**src/rtl/bram_arb_pkg.sv**
```systemverilog
// Shared types and default region geometry for the NSK/VSK BRAM write arbiter.
package bram_arb_pkg;

  typedef enum logic [1:0] {IDLE, G_NSK, G_VSK} arb_state_t;

  localparam logic SRC_NSK = 1'b0;
  localparam logic SRC_VSK = 1'b1;

  localparam int NSK_BASE      = 0;
  localparam int NSK_DEPTH_DEF = 2048;
  localparam int VSK_DEPTH_DEF = 131072;
  localparam int NSK_LIMIT_DEF = 512;
  localparam int VSK_LIMIT_DEF = 1024;
  localparam int LEN_W         = 11;

  // Round-robin pick in IDLE: 1 selects VSK. Contention goes to whoever was not served last.
  function automatic logic rr_pick_vsk(input logic nsk_valid, input logic vsk_valid,
                                       input logic last_served);
    if (nsk_valid && vsk_valid)
      return last_served == SRC_NSK;
    return vsk_valid;
  endfunction

endpackage

```
**src/rtl/bram_region_ptr.sv**
```systemverilog
// Per-channel region state: wrapping write offset, packet word counter and truncation flag.
module bram_region_ptr
  import bram_arb_pkg::*;
#(
  parameter int DEPTH = 2048,
  parameter int LIMIT = 512,
  parameter int PTR_W = $clog2(DEPTH)
) (
  input  logic             aclk,
  input  logic             aresetn,
  input  logic             clr,
  input  logic             inc,
  input  logic             accept,
  output logic [PTR_W-1:0] ptr,
  output logic [LEN_W-1:0] cnt,
  output logic             room,
  output logic             trunc
);

  logic [PTR_W-1:0] ptr_reg;
  logic [LEN_W-1:0] cnt_reg;
  logic             trunc_reg;

  assign ptr   = ptr_reg;
  assign cnt   = cnt_reg;
  assign trunc = trunc_reg;
  assign room  = cnt_reg < LEN_W'(LIMIT);

  always_ff @(posedge aclk or negedge aresetn) begin
    if (!aresetn) begin
      ptr_reg   <= '0;
      cnt_reg   <= '0;
      trunc_reg <= 1'b0;
    end else begin
      if (inc)
        ptr_reg <= (ptr_reg == PTR_W'(DEPTH - 1)) ? '0 : ptr_reg + PTR_W'(1);
      // Closing a packet wins over counting: the final word is already folded into pkt_len.
      if (clr) begin
        cnt_reg   <= '0;
        trunc_reg <= 1'b0;
      end else begin
        if (inc)
          cnt_reg <= cnt_reg + LEN_W'(1);
        if (accept && !room)
          trunc_reg <= 1'b1;
      end
    end
  end

endmodule

```
**src/rtl/bram_wr_arbiter.sv**
```systemverilog
// Packet-granular arbiter sharing one BRAM write port between the NSK and VSK streams.
// Build option: define VSK_PRIORITY_EN to make VSK win every idle arbitration it is valid for.
module bram_wr_arbiter
  import bram_arb_pkg::*;
#(
  parameter int NSK_DEPTH = NSK_DEPTH_DEF,
  parameter int VSK_DEPTH = VSK_DEPTH_DEF,
  parameter int NSK_LIMIT = NSK_LIMIT_DEF,
  parameter int VSK_LIMIT = VSK_LIMIT_DEF,
  parameter int DATA_W    = 32,
  parameter int ADDR_W    = 18,
  parameter int NSK_PW    = $clog2(NSK_DEPTH),
  parameter int VSK_PW    = $clog2(VSK_DEPTH)
) (
  input  logic              aclk,
  input  logic              aresetn,
  input  logic              s_nsk_valid,
  input  logic [DATA_W-1:0] s_nsk_data,
  input  logic              s_nsk_last,
  output logic              s_nsk_ready,
  input  logic              s_vsk_valid,
  input  logic [DATA_W-1:0] s_vsk_data,
  input  logic              s_vsk_last,
  output logic              s_vsk_ready,
  output logic              bram_en,
  output logic [3:0]        bram_we,
  output logic [ADDR_W-1:0] bram_addr,
  output logic [DATA_W-1:0] bram_din,
  output logic [NSK_PW-1:0] nsk_wr_ptr,
  output logic [VSK_PW-1:0] vsk_wr_ptr,
  output logic              pkt_done,
  output logic              pkt_src,
  output logic [LEN_W-1:0]  pkt_len,
  output logic              pkt_trunc
);

  arb_state_t state_reg;
  logic       last_served_reg;

  logic [1:0] ch_valid, ch_last, ch_gnt, ch_acc, ch_room, ch_inc, ch_close, ch_trunc;
  logic [LEN_W-1:0] nsk_cnt, vsk_cnt;

  assign ch_valid = {s_vsk_valid, s_nsk_valid};
  assign ch_last  = {s_vsk_last, s_nsk_last};
  assign ch_gnt   = {state_reg == G_VSK, state_reg == G_NSK};

  genvar gi;
  generate
    for (gi = 0; gi < 2; gi++) begin : g_ch
      assign ch_acc[gi]   = ch_valid[gi] & ch_gnt[gi];
      assign ch_inc[gi]   = ch_acc[gi] & ch_room[gi];
      assign ch_close[gi] = ch_acc[gi] & ch_last[gi];
    end
  endgenerate

  // Ready comes straight from the state register, so IDLE costs exactly one bubble per packet.
  assign s_nsk_ready = ch_gnt[0];
  assign s_vsk_ready = ch_gnt[1];

  bram_region_ptr #(.DEPTH(NSK_DEPTH), .LIMIT(NSK_LIMIT), .PTR_W(NSK_PW)) u_nsk_ptr (
    .aclk    (aclk),
    .aresetn (aresetn),
    .clr     (ch_close[0]),
    .inc     (ch_inc[0]),
    .accept  (ch_acc[0]),
    .ptr     (nsk_wr_ptr),
    .cnt     (nsk_cnt),
    .room    (ch_room[0]),
    .trunc   (ch_trunc[0])
  );

  bram_region_ptr #(.DEPTH(VSK_DEPTH), .LIMIT(VSK_LIMIT), .PTR_W(VSK_PW)) u_vsk_ptr (
    .aclk    (aclk),
    .aresetn (aresetn),
    .clr     (ch_close[1]),
    .inc     (ch_inc[1]),
    .accept  (ch_acc[1]),
    .ptr     (vsk_wr_ptr),
    .cnt     (vsk_cnt),
    .room    (ch_room[1]),
    .trunc   (ch_trunc[1])
  );

  always_ff @(posedge aclk or negedge aresetn) begin
    if (!aresetn) begin
      state_reg       <= IDLE;
      last_served_reg <= SRC_VSK;
    end else begin
      case (state_reg)
        IDLE: begin
`ifdef VSK_PRIORITY_EN
          if (s_vsk_valid)
            state_reg <= G_VSK;
          else if (s_nsk_valid)
            state_reg <= G_NSK;
`else
          if (|ch_valid)
            state_reg <= rr_pick_vsk(s_nsk_valid, s_vsk_valid, last_served_reg) ? G_VSK : G_NSK;
`endif
        end
        G_NSK: if (ch_close[0]) begin
          state_reg       <= IDLE;
          last_served_reg <= SRC_NSK;
        end
        G_VSK: if (ch_close[1]) begin
          state_reg       <= IDLE;
          last_served_reg <= SRC_VSK;
        end
        default: state_reg <= IDLE;
      endcase
    end
  end

  logic              en_reg;
  logic [ADDR_W-1:0] addr_reg;
  logic [DATA_W-1:0] din_reg;
  logic              done_reg, src_reg, trunc_reg;
  logic [LEN_W-1:0]  len_reg;

  assign bram_en   = en_reg;
  assign bram_we   = {4{en_reg}};
  assign bram_addr = addr_reg;
  assign bram_din  = din_reg;
  assign pkt_done  = done_reg;
  assign pkt_src   = src_reg;
  assign pkt_len   = len_reg;
  assign pkt_trunc = trunc_reg;

  always_ff @(posedge aclk or negedge aresetn) begin
    if (!aresetn) begin
      en_reg    <= 1'b0;
      addr_reg  <= '0;
      din_reg   <= '0;
      done_reg  <= 1'b0;
      src_reg   <= 1'b0;
      len_reg   <= '0;
      trunc_reg <= 1'b0;
    end else begin
      en_reg    <= 1'b0;
      addr_reg  <= '0;
      din_reg   <= '0;
      done_reg  <= 1'b0;
      src_reg   <= 1'b0;
      len_reg   <= '0;
      trunc_reg <= 1'b0;
      if (ch_inc[0]) begin
        en_reg   <= 1'b1;
        addr_reg <= ADDR_W'(NSK_BASE) + ADDR_W'(nsk_wr_ptr);
        din_reg  <= s_nsk_data;
      end else if (ch_inc[1]) begin
        en_reg   <= 1'b1;
        addr_reg <= ADDR_W'(NSK_DEPTH) + ADDR_W'(vsk_wr_ptr);
        din_reg  <= s_vsk_data;
      end
      // The close pulse lines up with the final write; a dropped last still closes on its own.
      if (ch_close[0]) begin
        done_reg  <= 1'b1;
        src_reg   <= SRC_NSK;
        len_reg   <= nsk_cnt + LEN_W'(ch_inc[0]);
        trunc_reg <= ch_trunc[0] | ~ch_room[0];
      end else if (ch_close[1]) begin
        done_reg  <= 1'b1;
        src_reg   <= SRC_VSK;
        len_reg   <= vsk_cnt + LEN_W'(ch_inc[1]);
        trunc_reg <= ch_trunc[1] | ~ch_room[1];
      end
    end
  end

endmodule

```
**config.mk**
```make
export PLATFORM = sky130hd
export DESIGN_NAME = bram_wr_arbiter
export DESIGN_NICKNAME = d
export VERILOG_FILES = /design/src/rtl/bram_arb_pkg.sv /design/src/rtl/bram_region_ptr.sv /design/src/rtl/bram_wr_arbiter.sv
export SDC_FILE = /design/constraint.sdc
export NUM_CORES = 1
export LEC_CHECK = 0
export CORE_MARGIN = 10
export CORE_UTILIZATION = 50
export CTS_BUF_LIST = sky130_fd_sc_hd__clkbuf_16
export DETAILED_ROUTE_END_ITERATION = 8
export GPL_TIMING_DRIVEN = 1
export PLACE_DENSITY_LB_ADDON = 0.2
export SYNTH_ARGS = -nofsm -noshare
export SYNTH_HDL_FRONTEND = slang
export SYNTH_SLANG_ARGS = --single-unit
```
**constraint.sdc**
```tcl
create_clock -name aclk -period 6.3 [get_ports aclk]
set_input_delay 1.89 -clock aclk [delete_from_list [all_inputs] [get_ports aclk]]
set_output_delay 1.89 -clock aclk [all_outputs]
set_load 0.02 [all_outputs]
```
# Yosys cells after proc, flatten, opt, wreduce, memory -nomap -nowiden
# Cells that the tools add are included.
[word_totals]
elab_cells = 94
inputBits = 70
regBits = 120
[op_classes]
mux = 38
n_bitwise = 11
n_addsub = 7
reduce_logical = 14
magnitude_cmp = 2
n_eq_ne = 7
[ops]
columns = ["op", "count"]
rows = [
  ["2-to-1 mux 11 bit", 7],
  ["2-to-1 mux 32 bit", 2],
  ["2-to-1 mux 18 bit", 2],
  ["adder 11 x 1 -> 11 bit (second input constant)", 3],
  ["adder 11 x 1 -> 11 bit", 2],
  ["2-to-1 mux 1 bit", 20],
  ["adder 12 x 17 -> 18 bit (first input constant)", 1],
  ["adder 17 x 1 -> 17 bit (second input constant)", 1],
  ["== test 17 bit (second input constant)", 1],
  ["2-to-1 mux 17 bit", 1],
  ["== test 11 bit (second input constant)", 1],
  ["less-than comparator 11 x 10 -> 1 bit (second input constant)", 1],
  ["less-than comparator 11 bit (second input constant)", 1],
  ["nonzero test 2 bit", 5],
  ["2-to-1 mux 2 bit", 4],
  ["bitwise AND 1 bit", 6],
  ["case mux 2 bit (3 select lines)", 1],
  ["AND reduction 3 bit", 2],
  ["inequality test 2 x 1 -> 1 bit (second input constant)", 2],
  ["logical AND 1 bit", 3],
  ["NOT 1 bit", 3],
  ["== test 2 x 1 -> 1 bit (second input constant)", 1],
  ["== test 2 bit (second input constant)", 1],
  ["zero test 1 bit", 2],
  ["5 further kinds", 6],
]

# Longest topological paths before layout
# Gate-level depths: netlist (run 1).
[logic_depth]
ltp_word = 10
depth_mapped = 11
depth_no_buf = 9

# By module
# Synthesis (run 1) repeated with hierarchy kept, for this count alone.
[hier_totals]
hier_cells = 490
area_unflattened_um2 = 5456.5
[modules_own_cells]
columns = ["module", "cells_per_inst", "seq_area_each_um2", "area_per_inst_um2", "instances"]
rows = [
  ["bram_wr_arbiter", 227, 1702.9, 2901.5, 1],
  ["bram_region_ptr (u_vsk_ptr)", 150, 725.7, 1456.4, 1],
  ["bram_region_ptr (u_nsk_ptr)", 113, 575.6, 1098.6, 1],
]

# Worst setup path before layout (run 1)
# OpenSTA, ideal clock, no wires.
[synth_timing]
kind = "input to register"
from = "input s_vsk_valid"
to = "register len_reg[10], in the netlist pkt_len[10]"
arrival_time_ps = 3491
slack_ps = 2671
cell_stages = 10
required_time_ps = 6162
path_cell_list = "nand4bb_1 -> buf_2 -> inv_2 -> clkbuf_1 -> ha_1 -> ha_1 -> nand3_1 -> nor3_1 -> xnor2_1 -> o22ai_1"
[synth_via]
elab_chain_len = 5
elab_cells_between_ends = 6
classes_between = "add/sub: 1; mux: 2; bitwise: 3"
[synth_lines]
columns = ["item", "line", "rtl"]
rows = [
  ["from (decl)", "bram_wr_arbiter.sv:21", "input logic s_vsk_valid,"],
  ["bitwise AND 1 bit *", "bram_wr_arbiter.sv:50", "assign ch_acc[gi] = ch_valid[gi] & ch_gnt[gi];"],
  ["bitwise AND 1 bit", "bram_wr_arbiter.sv:51", "assign ch_inc[gi] = ch_acc[gi] & ch_room[gi];"],
  ["adder 11 x 1 -> 11 bit", "bram_wr_arbiter.sv:164", "len_reg <= vsk_cnt + LEN_W'(ch_inc[1]);"],
  ["2-to-1 mux 11 bit *", "bram_wr_arbiter.sv:161", "end else if (ch_close[1]) begin"],
  ["2-to-1 mux 11 bit *", "bram_wr_arbiter.sv:156", "if (ch_close[0]) begin"],
  ["to (signal assigned)", "bram_wr_arbiter.sv:159", "len_reg <= nsk_cnt + LEN_W'(ch_inc[0]);"],
  ["to (signal assigned)", "bram_wr_arbiter.sv:164", ""],
  ["to (decl)", "bram_wr_arbiter.sv:118", "logic [LEN_W-1:0] len_reg;"],
]
# Every way passes the cells marked *; elsewhere a longest branch is shown, timed or not.
# A chain may end at the register's enable or synchronous reset.

# Worst setup path in the final report (run 1)
# Same ends and word-level chain as after synthesis.

==> results of run 1 <==
worst max-delay path: cells and delay by family:
| kind | cells | cell delay, ns |
|---|---|---|
| adders and majority gates | 2 | 0.52 |
| AOI/OAI and AO/OA | 1 | 0.09 |
| xor gates and xnor gates | 1 | 0.14 |
| buffers and inverters | 4 | 1.40 |
| and+or+nand+nor | 3 | 0.54 |
synth_stat cells (2+ instances only):
cell type and n:
nand3b_1 5, and2_1 8, a31oi_1 4, and4_1 5, ha_1 10, a21oi_1 12, nand3_1 19, clkbuf_1 15
a41oi_1 6, o21ai_0 23, nand2b_1 4, inv_1 3, xor2_1 17, and3_1 8, o211ai_1 2, nor3_1 10
nor4_1 6, or3_1 4, buf_2 12, dfrtp_1 119, nand2_1 52, nor2_1 33, nor2b_1 2, o22ai_1 9
inv_2 2, a22o_1 43, nand4_1 17, xnor2_1 25, o31ai_1 12, buf_4 6
report_power, final:
group	internal, W	total (W)	switching, W
Combinational	0.000319	0.000702	0.000383
Clock	0.000516	0.000828	0.000311
Sequential	0.000883	0.000992	0.000109
Total	0.00172	0.00252	0.000803
area by class of cell:
cell class | count | area, um^2 | area share, %
Multi-Input combinational cell | 341 | 2182 | 28.80
Sequential cell | 120 | 3004 | 39.65
Clock buffer | 17 | 425.4 | 5.614
Timing Repair Buffer | 172 | 1709 | 22.56
Tap cell | 136 | 170.2 | 2.246
Inverter | 5 | 18.77 | 0.2477
Clock inverter | 10 | 67.56 | 0.8917
routing by layer:
metal	share of wire, %	up-vias	GRT usage [%]	routed length (um)
met5	0	-	0	0
met4	2.1	0	7.642	330
met3	9.6	24	6.787	1536
met2	50	208	33.74	7942
met1	39	2275	24.93	6203
li1	-	2111	-	-
cells by family after synthesis:
group	synth area share (%)
adders and majority gates	2.330
DFF	55.94
and+or+nand+nor	16.45
AOI/OAI and AO/OA	15.00
buffers and inverters	3.425
xor gates and xnor gates	6.850
path summary, 6_finish.rpt:
kind | to | start | slack, ns | depth (start not counted)
worst min register to register | last_served_reg | last_served_reg | 0.47 | 2
worst max register to register | pkt_len[10] | state_reg[0] | 3.50 | 10
max in group asynchronous | u_nsk_ptr.ptr[3] | aresetn | 3.53 | 2
worst min-delay path | last_served_reg | last_served_reg | 0.47 | 2
min in group asynchronous | bram_addr[15] | aresetn | 1.56 | 1
worst max-delay path | pkt_len[10] | s_vsk_valid | 1.95 | 11
stage by stage:
step / hold slack (ns) / area, um^2 / utilization (%) / cells
after floorplan: 0.4435 / 5370 / - / 500
after global placement: 0.4527 / 7084 / 68.01 / 774
after detailed placement: 0.4582 / 7084 / 68.01 / 774
after CTS: 0.4668 / 7577 / 72.74 / 801
after global routing: 0.4933 / 7577 / 72.74 / 801
final: 0.4675 / 7577 / 72.74 / 801
==> flow_metrics.py, run 1 <==
metrics = {
    "status": {
        "outcome": "completed",
    },
    "clocking": {
        "cts_max_level": 4,
        "postCtsSetupBuffers": 0,
        "clock_path_buffers": 2,
        "clk_pin_slew_ns": 0.05,
        "holdBufCountCts": 0,
        "cts_buffers": 17,
        "cts-root-buf": "clkbuf_16",
        "cts_resized": 0,
        "clock_latency_ns": 0.42,
        "cts_tree": "yes",
        "clock_sinks": 120,
    },
    "drt": {
        "num_vias": 4618,
        "drc_errors": 0,
        "drtIter0Drc": 336,
        "avgRoutedWirePerCell_um": 19.99,
        "via_per_inst": 5.765,
        "routed_wl_mm": 16.01,
        "ant_nets": 0,
        "first_pass_iters": 5,
    },
    "logic_synthesis": {
        "synth-seq-area-share_pct": 55.94,
        "yosysTopAreaCell": "dfrtp_1",
        "syn-num-nets": 580,
        "ys_top_cells_by_area": "dfrtp_1 (55%), a22o_1 (7.0%), xnor2_1 (4.1%)",
        "synthFlopType": "dfrtp_1",
        "netlist.area_leader.share_pct": 55.45,
        "yosysWarnings": 0,
        "ys_ff_latch": 120,
        "synth_edf_count": 0,
        "yosysUniqueCellTypes": 37,
        "synthArstFlopShare_pct": 100.0,
        "syn_avg_cell_area_um2": 10.74,
        "syn-cell-area_um2": 5370,
        "syn_inst": 500,
    },
    "sta": {
        "hold_viol": 0,
        "fin_ws_ns": 1.948,
        "finalSetupViolations": 0,
        "slew-limit-headroom_pct": 45.23,
        "fin_crit_sh_pct": 69.07,
        "fmax_mhz": 229.8,
        "setup-tns-final_ns": 0,
        "clock_skew_ns": 0.01095,
        "rsz0062_at_grt": "no",
        "slew_violations": 0,
        "max_slew.worst_pin.slew_ns": 0.8216,
        "min_period_ns": 4.352,
    },
    "layout": {
        "largest_register_ffs": 32,
        "final_cell_mix": "clkdlybuf4s50_1 (167), dfrtp_1 (119), nand2_1 (52), a22o_1 (43), nor2_1 (33)",
        "layout_commonest_cell": "clkdlybuf4s50_1",
        "fill_cells": 728,
        "nets": 737,
        "antenna_cells": 0,
        "drive_gt1_share_pct": 4.511,
        "area_growth_pct": 41.10,
    },
    "worst_hold_path": {
        "hp-class": "reg2reg",
    },
    "setup_path": {
        "critPathKind": "in2reg",
        "end_kind": "register",
        "cpPeakStageDelay_ns": 0.60,
        "crit_arrival_ns": 4.62,
        "slowest_stage": "clkdlybuf4s50_1",
        "path_max_fanout": 54,
        "critical_path.cell_chain": "clkdlybuf4s50_1 -> nand4bb_1 -> buf_4 -> inv_2 -> buf_4 -> ha_1 -> ha_1 -> nand3_1 -> nor3_1 -> xnor2_1 -> o22ai_1",
        "worstPathRequired_ns": 6.57,
        "start_kind": "input pin",
    },
    "power_and_ir_drop": {
        "p_per_area_nw_per_um2": 332.8,
        "static-leakage-power_nw": 3.265,
        "power.total_w": 0.002522,
        "ir_drop_mv": 0.2038,
    },
    "place": {
        "globalplace.congestion": 0.8496,
        "io_buffers": 168,
        "dpl_worst_slack_ns": 1.552,
        "dp_hpwl_mm": 11.35,
    },
    "floorplanning": {
        "start_util_pct": 51.56,
        "num_rows": 37,
        "ios": 169,
        "die_h_um": 123.6,
        "coreArea_um2": 10420,
        "die-area_um2": 15290,
        "die_w_um": 123.6,
    },
    "global_routing": {
        "grt_pass1_wl_mm": 24.50,
        "grt_pass1_vias": 4528,
        "antenna_found_initial": 0,
        "gr-total-overflow": 0,
        "grt_usage_pct": 20.63,
        "grt_max_degree": 65,
    },
    "run": {
        "maxCapViolCount": 0,
    },
}
No activity file was read; power rests on OpenSTA's default activity.
==> inputs of run 2 (changes only) <==
CORE_UTILIZATION = 42   (was 50)
clock period = 3.85 ns   (was 6.3 ns; I/O delays follow)
==> flow_metrics.py, run 2 (synthesis results as in run 1) <==
metrics = {
    "sta": {
        "rsz0062_at_grt": "no",
        "slew_violations": 0,
        "slew-limit-headroom_pct": 60.99,
        "fin_crit_sh_pct": 78.04,
        "clock_skew_ns": 0.008733,
        "max_slew.worst_pin.slew_ns": 0.5852,
        "fmax_mhz": 332.8,
        "min_period_ns": 3.004,
        "finalSetupViolations": 0,
        "hold_viol": 0,
        "setup-tns-final_ns": 0,
    },
    "status": {
        "outcome": "completed",
    },
    "place": {
        "dp_hpwl_mm": 11.52,
        "globalplace.congestion": 0.8982,
        "dp_cells": 812,
        "io_buffers": 168,
    },
    "floorplanning": {
        "die_w_um": 133.1,
        "die_h_um": 133.1,
        "ios": 169,
        "coreArea_um2": 12570,
        "die-area_um2": 17710,
        "start_util_pct": 42.73,
        "num_rows": 41,
    },
    "setup_path": {
        "cp-endpoint": "s_vsk_ready",
        "rr_startpoint": "u_vsk_ptr.ptr[0]",
        "critPathLaunch": "state_reg[1]",
        "crit_arrival_ns": 1.85,
        "path_max_fanout": 8,
        "end_kind": "output port",
        "r2r-end": "u_vsk_ptr.ptr[7]",
        "r2r_setup_slack_ns": 1.17,
        "rr_worst_depth": 6,
        "start_kind": "register",
        "critPathKind": "reg2out",
        "worstPathRequired_ns": 2.69,
    },
    "layout": {
        "stdcell_count": 844,
        "antenna_cells": 0,
        "final_cell_mix": "clkdlybuf4s50_1 (167), dfrtp_1 (119), nand2_1 (52), a22o_1 (43), nor2_1 (33)",
        "nets": 739,
        "fill_cells": 1015,
        "largest_register_ffs": 32,
        "drive_gt1_share_pct": 5.357,
        "area_growth_pct": 44.29,
        "layout_commonest_cell": "clkdlybuf4s50_1",
    },
    "global_routing": {
        "grt_pass1_wl_mm": 25.56,
        "grt_usage_pct": 18.11,
        "grt_max_degree": 88,
        "antenna_found_initial": 0,
        "gr-total-overflow": 0,
        "grt_pass1_vias": 4610,
    },
    "power_and_ir_drop": {
        "ir_drop_mv": 0.2942,
        "static-leakage-power_nw": 3.330,
        "p_per_area_nw_per_um2": 563.0,
    },
    "clocking": {
        "clk_pin_slew_ns": 0.05,
        "cts_buffers": 17,
        "clock_path_buffers": 2,
        "cts-root-buf": "clkbuf_16",
        "cts_max_level": 4,
        "cts_resized": 0,
        "cts_tree": "yes",
        "clock_sinks": 120,
        "clock_latency_ns": 0.41,
        "postCtsSetupBuffers": 0,
        "holdBufCountCts": 0,
    },
    "drt": {
        "via_per_inst": 5.406,
        "drc_errors": 0,
        "avgRoutedWirePerCell_um": 19.07,
        "routed_wl_mm": 16.09,
        "drtIter0Drc": 383,
        "num_vias": 4563,
        "ant_nets": 0,
        "first_pass_iters": 4,
    },
    "worst_hold_path": {
        "hold_depth": 2,
        "hp-class": "reg2reg",
    },
    "run": {
        "maxCapViolCount": 0,
    },
}
-- run 2: cell count changes in the layout (fill, tap and decap cells not counted), sizes merged --
cell / previous run / this run
bufinv: 1 / 4
buf: 5 / 7
inv: 6 / 7
clkinv: 8 / 9
-- run 2: worst min path at each step --
stage | start | endpoint | slack (ns)
global placement | last_served_reg | last_served_reg | 0.46
CTS | last_served_reg | last_served_reg | 0.48
global route | last_served_reg | last_served_reg | 0.50
floorplan | last_served_reg | last_served_reg | 0.44
finish | last_served_reg | last_served_reg | 0.48
detailed placement | last_served_reg | last_served_reg | 0.47
-- run 2: where the power goes --
part           switching, W  internal (W)
Combinational      0.000627      0.000531
Clock              0.000527       0.00106
Sequential         0.000175       0.00144
Total               0.00133       0.00303
-- run 2: per-layer routing --
layer	track usage (%)	vias to the layer above	share of wire, %
met4	5.257	0	1.4
met5	0	-	0
li1	-	2115	-
met3	6.510	17	7.5
met2	28.83	178	48
met1	22.57	2253	43
-- run 2: final cells by class --
cell class	instances	area, um^2	share of cell area (%)
timing repair buffer	174	1737	22.41
sequential	120	3004	38.77
clock inverter	15	166.4	2.148
inverter	5	18.77	0.2422
multi-input combinational	341	2182	28.16
clock buffer	17	425.4	5.490
tap	172	215.2	2.777
-- run 2: metrics by stage --
stage	hold slack [ns]	instance area, um^2	total power, W	setup slack (ns)	utilization (%)
floorplan	0.4435	5370	0.002231	0.9559	-
global placement	0.4632	7157	0.002780	0.5598	56.94
detailed placement	0.4739	7157	0.002802	0.4968	56.94
CTS	0.4828	7749	0.004406	0.8466	61.65
global route	0.4956	7749	0.004566	0.6749	61.65
finish	0.4753	7749	0.004362	0.8456	61.65
-- run 2: worst max-delay path: stages (launching register included) --
cell             delay [ns]
dfrtp_1                0.46
nor2b_1                0.30
clkdlybuf4s50_1        0.67
